$ cat config.mk
export PLATFORM = sky130hd
export DESIGN_NAME = elastic_skid_buffer
export DESIGN_NICKNAME = d
export VERILOG_FILES = /design/src/rtl/elastic_skid_buffer.sv
export SDC_FILE = /design/constraint.sdc
export NUM_CORES = 1
export LEC_CHECK = 0
export CAP_MARGIN = 20
export CORE_ASPECT_RATIO = 1.25
export CORE_MARGIN = 4
export CORE_UTILIZATION = 40
export DETAILED_ROUTE_END_ITERATION = 16
export GPL_ROUTABILITY_DRIVEN = 0
export MAX_ROUTING_LAYER = met4
export PLACE_DENSITY = 0.63
export RECOVER_POWER = 100
export SKIP_LAST_GASP = 1
export SYNTH_ARGS = -nofsm -noshare
export SYNTH_HDL_FRONTEND = slang
export SYNTH_SLANG_ARGS = --single-unit
$ cat constraint.sdc
create_clock -name i_clk -period 1.6 [get_ports i_clk]
set_clock_uncertainty 0.15 [all_clocks]
set_input_delay 0.48 -clock i_clk [delete_from_list [all_inputs] [get_ports i_clk]]
set_output_delay 0.48 -clock i_clk [all_outputs]
set_load 0.01 [all_outputs]
$ cat src/rtl/elastic_skid_buffer.sv
// elastic_skid_buffer
//   Ready/valid elastic buffer with DEPTH entries and a registered upstream
//   ready. Cuts the combinational ready path between two pipeline stages:
//   o_ready is a flop and never looks at i_ready in the same cycle.
//
//   Parameters
//     DATA_W     payload width in bits (>=1)
//     DEPTH      storage entries (power of 2, >=2)
//     OPT_OUTREG 1: head word held in a dedicated output flop
//                0: o_data is the entry array read at the read pointer
//
//   Ports
//     i_clk    clock, rising edge
//     i_reset  synchronous active-high reset
//     i_flush  synchronous flush, drops all stored words
//     i_valid  upstream word valid
//     i_data   upstream payload
//     o_ready  registered; buffer accepts a word this cycle
//     o_valid  registered; o_data holds a valid word
//     o_data   head-of-buffer payload
//     i_ready  downstream accepts o_data this cycle
//     o_count  registered occupancy, 0..DEPTH
module elastic_skid_buffer #(
    parameter int DATA_W     = 8,
    parameter int DEPTH      = 4,
    parameter bit OPT_OUTREG = 1'b1
) (
    input  logic                         i_clk,
    input  logic                         i_reset,
    input  logic                         i_flush,
    input  logic                         i_valid,
    input  logic [DATA_W-1:0]            i_data,
    output logic                         o_ready,
    output logic                         o_valid,
    output logic [DATA_W-1:0]            o_data,
    input  logic                         i_ready,
    output logic [$clog2(DEPTH+1)-1:0]   o_count
);

    localparam int CW = $clog2(DEPTH + 1);
    localparam int AW = (DEPTH < 2) ? 1 : $clog2(DEPTH);
    localparam logic [CW-1:0] DEPTH_C = CW'(DEPTH);
    localparam logic [CW-1:0] ONE_C   = CW'(1);

    generate
        if (DEPTH < 2 || (DEPTH & (DEPTH - 1)) != 0) begin : g_bad_depth
            $error("elastic_skid_buffer: DEPTH must be a power of 2 and >= 2");
        end
        if (DATA_W < 1) begin : g_bad_width
            $error("elastic_skid_buffer: DATA_W must be >= 1");
        end
    endgenerate

    logic              push;
    logic              pop;
    logic [CW-1:0]     count_next;
    logic [AW-1:0]     wptr;
    logic [AW-1:0]     rptr;
    logic [DATA_W-1:0] mem [DEPTH];

    assign push = i_valid && o_ready;
    assign pop  = o_valid && i_ready;

    always_comb begin
        count_next = o_count;
        if (push && !pop)
            count_next = o_count + ONE_C;
        else if (!push && pop)
            count_next = o_count - ONE_C;
    end

    // Occupancy and both handshake flags come from the same next-count value,
    // so full/empty never depend on pointer comparison.
    always_ff @(posedge i_clk) begin
        if (i_reset) begin
            o_count <= '0;
            o_valid <= 1'b0;
            o_ready <= 1'b0;
        end else if (i_flush) begin
            o_count <= '0;
            o_valid <= 1'b0;
            o_ready <= 1'b1;
        end else begin
            o_count <= count_next;
            o_valid <= (count_next != '0);
            o_ready <= (count_next < DEPTH_C);
        end
    end

    generate
        if (OPT_OUTREG) begin : g_outreg
            // The head word lives in out_q; the array only holds the words
            // queued behind it, so it is empty whenever o_count <= 1.
            logic [DATA_W-1:0] out_q;
            logic              mem_empty;
            logic              head_free;
            logic              mem_wr;

            assign mem_empty = (o_count <= ONE_C);
            // Head slot is free if nothing is shown, or the shown word leaves
            // this cycle with nothing behind it.
            assign head_free = !o_valid || (pop && mem_empty);
            assign mem_wr    = push && !head_free;

            always_ff @(posedge i_clk) begin
                if (!i_reset && !i_flush && mem_wr)
                    mem[wptr] <= i_data;
            end

            always_ff @(posedge i_clk) begin
                if (i_reset) begin
                    wptr  <= '0;
                    rptr  <= '0;
                    out_q <= '0;
                end else if (i_flush) begin
                    wptr  <= '0;
                    rptr  <= '0;
                end else begin
                    if (mem_wr)
                        wptr <= wptr + 1'b1;
                    // pop with a non-empty array and push into a free head
                    // are mutually exclusive, so one load source per cycle.
                    if (pop && !mem_empty) begin
                        out_q <= mem[rptr];
                        rptr  <= rptr + 1'b1;
                    end else if (push && head_free) begin
                        out_q <= i_data;
                    end
                end
            end

            assign o_data = out_q;
        end else begin : g_mux
            always_ff @(posedge i_clk) begin
                if (!i_reset && !i_flush && push)
                    mem[wptr] <= i_data;
            end

            always_ff @(posedge i_clk) begin
                if (i_reset || i_flush) begin
                    wptr <= '0;
                    rptr <= '0;
                end else begin
                    if (push)
                        wptr <= wptr + 1'b1;
                    if (pop)
                        rptr <= rptr + 1'b1;
                end
            end

            // Gate with o_valid so the unreset array never leaks onto o_data
            // after reset.
            assign o_data = o_valid ? mem[rptr] : '0;
        end
    endgenerate

endmodule

---- Word level (Yosys, flattened, before mapping) ----
Memory sizes are Yosys's and may differ from the RTL's. A register that Yosys moved wholly into a read port is not among the register bits.
Index checks and enable logic that the tools add are counted.
word-level totals
  register bits ........................... 17
  latch bits .............................. 0
  RAM bits ................................ 32
  bits in read-only memories .............. 0
  input bits .............................. 13
  output and inout port bits .............. 13
  logic and storage cells ................. 45
  memories kept ........................... 1
operators by class
  add/subtract/negate cells ............... 4
  multiply operators ...................... 0
  div/mod/pow operators ................... 0
  $lt $le $gt $ge ......................... 2
  eq/ne operators ......................... 0
  shift operators ......................... 0
  mux-type cells .......................... 9
  bitwise operators ....................... 1
  reductions and logical operators ........ 22
memories
  name  words  bits a word  rd ports  clocked after memory_dff  wr ports  RTL line  source
  mem   4      8            1         1                         1         59        logic [DATA_W-1:0] mem [DEPTH];
operator list
  cell                                                            number
  two-way mux 8 bit                                               2
  logical AND 1 bit                                               10
  zero test 1 bit                                                 7
  two-way mux 3 bit                                               2
  adder 2 x 1 -> 2 bit, second input constant                     2
  two-way mux 2 bit                                               2
  adder 3 x 1 -> 3 bit, second input constant                     1
  less-or-equal comparator 3 x 1 -> 1 bit, second input constant  1
  < comparator 3 bit, second input constant                       1
  two-way mux 1 bit                                               3
  nonzero test 3 bit                                              1
  subtractor 3 x 1 -> 3 bit, second input constant                1
  AND reduction 2 bit                                             1
  nonzero test 2 bit                                              1
  OR reduction 2 bit                                              1
  logical OR 1 bit                                                1
  NOT 1 bit                                                       1

---- Longest topological paths before layout ----
  depth in word-level cells ............... 8
  gate-level depth with buffers ........... 6
  depth with buffers taken out ............ 6

---- Worst setup path after synthesis ----
No wires, ideal clock.
  path type ............................... reg2reg
  start point ............................. register o_valid
  end point ............................... memory mem[0][0], enable pin
  setup time .............................. 0.332 ns
  arrival ................................. 1.274 ns
  required time ........................... 1.118 ns
  slack ................................... -0.155 ns
  stages on the path, launching flop included .. 5
  buffers on the path ..................... 1
  clock period less this slack ............ 1.755 ns
  path through ............................ dfxtp_1 buf_4 nand3_1 a21oi_1 and3_1
between the ends
  longest elaborated chain between the ends .. 8
  elaborated cells between the ends (all ways) .. 9
  classes of those cells .................. mux: 2; reduce/logical: 7
RTL lines
  what                                         RTL line  source
  start, declared                              34        output logic o_valid,
  start signal, assigned                       85        o_valid <= (count_next != '0);
  logical AND 1 bit                            62        assign pop = o_valid && i_ready;
  logical AND 1 bit                            102       assign head_free = !o_valid || (pop && mem_empty);
  logical OR 1 bit (*)                         102
  zero test 1 bit (*)                          103       assign mem_wr = push && !head_free;
  logical AND 1 bit (*)                        103
  logical AND 1 bit (*)                        106       if (!i_reset && !i_flush && mem_wr)
  two-way mux 1 bit (*)                        106
  two-way mux 1 bit (not written as such) (*)  107       mem[wptr] <= i_data;
  end, declared                                59
Mark *: on every way between the ends. The rest lies on a longest branch, timed or not.

---- Worst setup path after layout ----
  start point ............................. register o_count[2]
  end point ............................... output port o_count[2]
RTL lines
  what                    RTL line  source
  start, declared         37        output logic [$clog2(DEPTH+1)-1:0] o_count
  start signal, assigned  84        o_count <= count_next;
No word-level cell between the ends.

==> out/metrics.yaml <==
status:
  status: "finished, final reports clean"
placement:
  port_buffers: 25
  dpl_cell_area_mm2: 0.00264
  dp_hpwl_um: 3290
hold_path:
  hp-class: "reg2reg"
  holdCritStartpoint: "o_data[5]$_SDFFE_PP0P_"
drt:
  first_pass_iters: 4
  route.detailed.drc: 0
  vias: 1429
  wire_per_inst_um: 16.9
  wl_um: 4580
  drt-vias-per-instance: 5.27
  drt_iter0_drc: 89
  ant_nets: 0
worst_setup_path:
  startpoint_type: "flop"
  critPathTopFamily: "flip-flops"
  crit_buf_inv: 1
  r2r-start: "o_count[1]$_SDFF_PP0_"
  cp-startpoint: "o_count[2]$_SDFF_PP0_"
  path_max_fanout: 5
  cp_data_required_time_ps: 970
  max_stage_delay_ps: 400
  criticalPathCategory: "reg2out"
  crit_chain: "clkdlybuf4s15_1"
  crit_slowest_cell: "dfxtp_4"
  crit_path_end_kind: "output port"
  arrival_ps: 950
cts:
  cts_buffer_depth: 2
  cts_buffers: 5
  hold_buffers: 0
  cts_tree: "done"
  clk_pin_slew_ps: 100
  htreeDepth: 2
  clock_latency_ps: 310
  clock-sinks: 51
  cts_root_buf: "clkbuf_8"
layout:
  final_cell_mix: "edfxtp_1, nand2_1, nor2_1, buf_4, dfxtp_1"
  antenna_cells: 0
  fin_nets: 227
  ff_latch_area_mm2: 0.00136
  multi_input_area_um2: 796
  drive_above_1_share_pct: 33.0
  layout_commonest_cell: "edfxtp_1"
  area_delta_synth_final_pct: 32.8
  final_cell_area_mm2: 0.00284
  n_fill_cell: 414
floorplanning:
  start_util_pct: 41.8
  rows: 29
  core_area_mm2: 0.00512
  dieArea_mm2: 0.00659
  die_h_um: 89.7
  ioPinCount: 26
  die_w_um: 73.4
logic_synthesis:
  synthesis.nets: 175
  synth_cell_types: 33
  yosysWarnings: 0
  syn-cell-area_mm2: 0.00214
  ys_ff_latch: 51
  synth.yosys.seq_area_share_pct: 62.7
  synthCells: 156
  synth.avg_cell_area_um2: 13.7
timing:
  fmax_mhz: 632
  holdWs_ps: 359
  fin_crit_sh_pct: 98.8
  slew_headroom_pct: 79.8
  slew_violations: 0
  grt_setup_unrepaired: "yes"
  finalCriticalPeriod_ps: 1580
  setup_viol: 0
  hold_viol: 0
  worst_pin_slew_ps: 301
power:
  powerDensity_mw_per_mm2: 875
  totalPowerFinal_mw: 2.48
  power_leakage_nw: 1.02
  ir_drop_mv: 0.462
global_routing:
  grt_pass1_wl_um: 7650
  overflow: 0
  antenna_found_initial: 0
  grt_pass1_vias: 1556
  grt_max_degree: 17
  grt_util_all_layers_pct: 15.7
job:
  cap_violations: 0
[state kept, by name (all words and copies together) (netlist names), named ones only]
register  count
mem          32
o_data        8
o_count       3
rptr          2
wptr          2
o_ready       1
o_valid       1
[synth_stat cells]
cell type / number / area share [%]
nor3_1: 2 / 0.47
buf_2: 2 / 0.47
inv_1: 5 / 0.88
xor2_1: 3 / 1.2
a311oi_2: 2 / 1.4
clkbuf_1: 4 / 0.70
edfxtp_1: 32 / 45
nand3_1: 2 / 0.47
and3_1: 5 / 1.5
buf_6: 1 / 0.53
a221oi_4: 1 / 1.2
o211a_1: 2 / 0.94
ha_1: 6 / 3.5
dfxtp_1: 19 / 18
a21boi_0: 1 / 0.35
xnor2_1: 2 / 0.82
nor2_1: 17 / 3.0
nand2_1: 18 / 3.2
buf_4: 1 / 0.35
o21ai_2: 1 / 0.41
mux2i_1: 2 / 0.94
inv_2: 1 / 0.18
nand4_1: 2 / 0.59
or2_2: 2 / 0.59
o22ai_1: 1 / 0.29
a211oi_1: 1 / 0.35
a21oi_1: 3 / 0.70
o21ba_2: 1 / 0.47
nand2_2: 1 / 0.29
o31ai_1: 1 / 0.35
and2_1: 1 / 0.29
a311oi_1: 6 / 2.5
mux4_2: 8 / 8.4
[per-layer routing]
| metal | track usage, % | vias up | part of all wire (%) |
|---|---|---|---|
| li1 | - | 683 | - |
| met1 | 18.2 | 719 | 39 |
| met2 | 26.4 | 20 | 56 |
| met3 | 3.35 | 7 | 3.2 |
| met4 | 5.44 | 0 | 1.9 |
| met5 | - | - | 0 |
[what timing repair did]
item | CTS | global route
pin swaps | 2 | 7
setup endpoints to repair | 61 | 20
gates resized for setup | 42 | 22
setup buffers | 3 | 0
gates cloned | 1 | 0
[kinds of logic after synthesis]
| logic type | share of synthesized area [%] |
|---|---|
| AO/OA/AOI/OAI | 8.95 |
| buffers and inverters | 3.10 |
| adder cells (fa/ha/maj) | 3.51 |
| AND/OR/NAND/NOR | 10.3 |
| XOR/XNOR | 2.05 |
| multiplexers | 9.36 |
| flip-flops | 62.7 |
[final cells by class]
type | count | area share [%]
sequential | 51 | 47.8
clock inverter | 2 | 0.485
inverter | 6 | 0.793
tap | 62 | 2.73
timing repair buffer | 53 | 16.9
multi-input combinational | 91 | 28.0
clock buffer | 6 | 3.30
[path summary, 6_finish.rpt]
| path | endpoint | slack, ps | depth (start not counted) |
|---|---|---|---|
| max | o_count[2] | 20 | 1 |
| min | o_data[5]$_SDFFE_PP0P_ | 360 | 2 |
| max reg2reg | o_data[6]$_SDFFE_PP0P_ | 20 | 7 |
| min reg2reg | o_data[5]$_SDFFE_PP0P_ | 360 | 2 |
[stage by stage]
| step | utilization, % | std cells | worst slack (ps) | TNS, ps |
|---|---|---|---|---|
| 4_1_cts | 55.5 | 271 | -25.2 | -25.2 |
| 3_3_place_gp | 51.6 | 259 | -531 | -25060 |
| 5_1_grt | 55.5 | 271 | -34.8 | -106 |
| 3_5_place_dp | 51.6 | 259 | -625 | -26900 |
| 6_report | 55.5 | 271 | 18.5 | 0 |
| 2_1_floorplan | - | 156 | 5.84 | 0 |
[power breakdown]
group	internal (mW)	switching (mW)
sequential	1.41	0.0170
clock	0.403	0.428
combinational	0.116	0.112
(Power assumes the default switching activity.)
==> edit 1, RTL diff (config.mk and constraints unchanged) <==
Make the reset (`i_reset`) asynchronous in 2 clocked blocks. Comments in the files are not updated.
--- a/src/rtl/elastic_skid_buffer.sv
+++ b/src/rtl/elastic_skid_buffer.sv
@@ -72,5 +72,5 @@
     // Occupancy and both handshake flags come from the same next-count value,
     // so full/empty never depend on pointer comparison.
-    always_ff @(posedge i_clk) begin
+    always_ff @(posedge i_clk or posedge i_reset) begin
         if (i_reset) begin
             o_count <= '0;
@@ -108,5 +108,5 @@
             end
 
-            always_ff @(posedge i_clk) begin
+            always_ff @(posedge i_clk or posedge i_reset) begin
                 if (i_reset) begin
                     wptr  <= '0;
Behaviour: differs if i_reset is asserted again (counterexample within 4 cycles, from zero or initial values and one cycle with i_reset high); with i_reset held inactive, the same outputs for 10 cycles.
==> edit 1 against the unedited design <==
Final area is 1.8% higher; sequential cell count is 2 lower; core utilization is 0.60 points higher; worst setup slack better by 14 ps; area after synthesis is 0.70% higher; maximum frequency is 0.91% higher; routed wire length is 1.8% higher; die area is 0.63% higher; final cell count is 1.1% lower; critical endpoint is now o_count[1].
Power is not compared: it rests on default switching activity, and its combinational part moved more than twofold at a synthesized area within 25%.
==> edit 1: results <==
[power]
p_leak_nw = 1.08

[layout]
fill_cells = 427
multiInputGateArea_um2 = 842
fin_nets = 224
drive_gt1_share_pct = 35.0

[placement]
post-place-ws_ps = -614
placedInstanceArea_um2 = 2650
post-dp-hpwl_um = 3130
dp.cells = 251

[synthesis]
synthXorXnorAreaFrac_pct = 2.85
synth_common_cells = "edfxtp_1, nand2_1, dfrtp_1"
synth_area_leaders = "edfxtp_1, dfrtp_1, mux4_2"
synthAdderAreaFrac_pct = 3.95
async_flop_share_pct = 34.7
synth_compound_area_share_pct = 7.50
synthCells = 150
synthesis.nets = 169
synth.distinct_cells = 34
synth_mux_area_share_pct = 9.30
ys_seq_area_share_pct = 64.4

[clocking]
htree_levels = 2
clockBufferDepth = 2
cts_root_buf = "clkbuf_8"
numCtsBuffers = 5

[drt]
drtIter0Drc = 37
routedWlPerCell_um = 17.4
dr_total_vias = 1413
met3_length_um = 196
wl_met1_um = 1820
wl_met2_um = 2530
vias_per_cell = 5.27

[worst_setup_path]
critical_path_arrival_ps = 1620
r2r_start = "o_valid"
path_max_fanout = 6

[hold_path]
hp-start = "o_data[5]"

[global_route]
use_met1_pct = 18.1
track_usage_pct = 15.9
use_met2_pct = 26.4
use_met3_pct = 3.79
grt_pass1_wl_um = 7600
grt_max_degree = 16
grt_pass1_vias = 1521

[status]
status = "finished clean"

[sta]
relSlewSlack_pct = 56.9
[edit 1: final timing paths]
kind | slack [ps] | cells past startpoint | to
worst max register to register | 30 | 4 | o_count[1]
min in group asynchronous | 480 | 3 | o_data[7]
worst min-delay path | 410 | 2 | o_data[5]
max in group asynchronous | 270 | 3 | o_valid
worst min register to register | 410 | 2 | o_data[5]
worst max-delay path | 30 | 4 | o_count[1]
[edit 1: what timing repair did]
item | CTS | global route
setup buffers | 7 | 3
resized for setup | 53 | 23
pin swaps | 7 | 5
endpoints found under the setup margin | 61 | 50
gates cloned | 1 | 0
[edit 1: layout make-up]
type,count,area share [%]
Sequential cell,49,48.1
Multi-Input combinational cell,89,29.1
Timing Repair Buffer,54,15.6
Tap cell,62,2.68
Clock buffer,6,2.51
Clock inverter,2,1.21
Inverter,6,0.779
[edit 1: worst max-delay path: stages (launching register included)]
cell and delay (ps):
dfrtp_2 430, buf_6 140, and2_4 180, maj3_2 300
a221oi_2 270
==> edit 2, RTL diff (same settings) <==
Without the edit above. The parameter `DEPTH` goes from 4 to 2.
--- a/src/rtl/elastic_skid_buffer.sv
+++ b/src/rtl/elastic_skid_buffer.sv
@@ -23,5 +23,5 @@
 module elastic_skid_buffer #(
     parameter int DATA_W     = 8,
-    parameter int DEPTH      = 4,
+    parameter int DEPTH      = 2,
     parameter bit OPT_OUTREG = 1'b1
 ) (
Interface: changed (resized o_count); port bits go from 26 to 25. No check against the original RTL was run, so the function may have changed too.
==> edit 2 against the unedited design <==
The flow now finishes with violations (negative setup slack); sequential share of layout area down 2.8 points; worst setup slack worse by 52 ps; die area down 38%; routed wire length down 43%; sequential cell count down 20; area after synthesis down 42%; final cell count down 32%; critical path depth up 5; final area down 38%; power down 39%; first-iteration DRC count down 63%; critical endpoint is now mem[0][4]; largest power group unchanged.
==> edit 2: results <==
[status]
status = "finished, violations left"
violations = "negative setup slack"

[synthesis]
ys_seq_area_share_pct = 62.8
synth-edff-count = 16
synth_area_leaders = "edfxtp_1, dfxtp_1, mux2i_1"
async_flop_share_pct = 0
synthesis.nets = 115
synth.distinct_cells = 28
syn_avg_cell_area_um2 = 12.3
synth_common_cells = "edfxtp_1, dfxtp_1, nor2_1"

[layout]
largest_register = "mem"
fin_nets = 160
largest_reg_flops = 16
antenna_cells = 0
drive_gt1_share_pct = 32.0
fill_cells = 270

[drt]
wl_met2_um = 1290
wl_um = 2600
routedWlPerCell_um = 14.2
drtIter0Drc = 33
wl_met1_um = 1090
vias_per_cell = 5.10
firstDrtPassIters = 4
met3_length_um = 148

[placement]
dp.cells = 171
post-dp-hpwl_um = 1970
port-buffer-count = 24
placedInstanceArea_um2 = 1660
post-place-ws_ps = -536

[global_route]
use_met2_pct = 25.3
track_usage_pct = 15.1
grt_pass1_wl_um = 4530
use_met3_pct = 3.70
use_met1_pct = 16.3
grt_max_degree = 11
antenna_found_initial = 0
grt_pass1_vias = 1019

[clocking]
htree_levels = 2
cts_root_buf = "clkbuf_4"
clockBufferDepth = 2
numCtsBuffers = 5

[worst_setup_path]
path_max_fanout = 8

[sta]
worst_pin_slew_ps = 435
holdWs_ps = 317
worst_slack_ps = -33.6
fin_tns_setup_ps = -221
setup_viol = 8

[hold_path]
hp-class = "flip-flop to flip-flop"

[power]
p_leak_nw = 0.637
max-vdd-ir-drop_mv = 0.523
-- edit 2: logic make-up after synthesis --
kind of cell	after synthesis	share of synthesized area (%)
AOI/OAI and AO/OA	24	13.4
xor gates and xnor gates	4	2.82
adders and majority gates	2	1.91
buffers and inverters	5	1.91
DFF	31	62.8
muxes	8	6.44
and+or+nand+nor	27	10.8
-- edit 2: final timing paths --
path         startpoint        end  depth (start not counted)
min reg2reg   o_data[3]  o_data[3]                          1
max reg2reg  o_count[1]  mem[0][4]                          6
max          o_count[1]  mem[0][4]                          6
min           o_data[3]  o_data[3]                          1
-- edit 2: where the power goes --
part | internal (W) | leakage [nW] | switching [W] | total, W
clock | 0.000213 | 0.0353 | 0.000258 | 0.000471
sequential | 0.000851 | 0.267 | 0.0000140 | 0.000865
combinational | 0.0000986 | 0.335 | 0.0000882 | 0.000187
total | 0.00116 | 0.637 | 0.000361 | 0.00152
-- edit 2: worst max-delay path, cell delays in order, from the launching register on --
cell      delay [ps]
dfxtp_4          390
inv_4             40
ha_4             150
nand2b_4         140
a21oi_4          150
nand2_2           80
nor2_4           230
-- edit 2: area by class of cell --
| cell class | count | area (um2) | area share, % |
|---|---|---|---|
| tap | 36 | 45.0 | 2.58 |
| multi-input combinational | 65 | 504 | 28.8 |
| clock inverter | 1 | 5.00 | 0.286 |
| clock buffer | 7 | 55.1 | 3.15 |
| timing repair buffer | 41 | 342 | 19.5 |
| sequential | 31 | 787 | 45.0 |
| inverter | 2 | 10.0 | 0.573 |
-- edit 2: what timing repair did --
action                                  CTS  global route
gates resized for setup                  23            14
endpoints found under the setup margin   42            34
pin swaps                                 4             4
setup buffers                             2             2
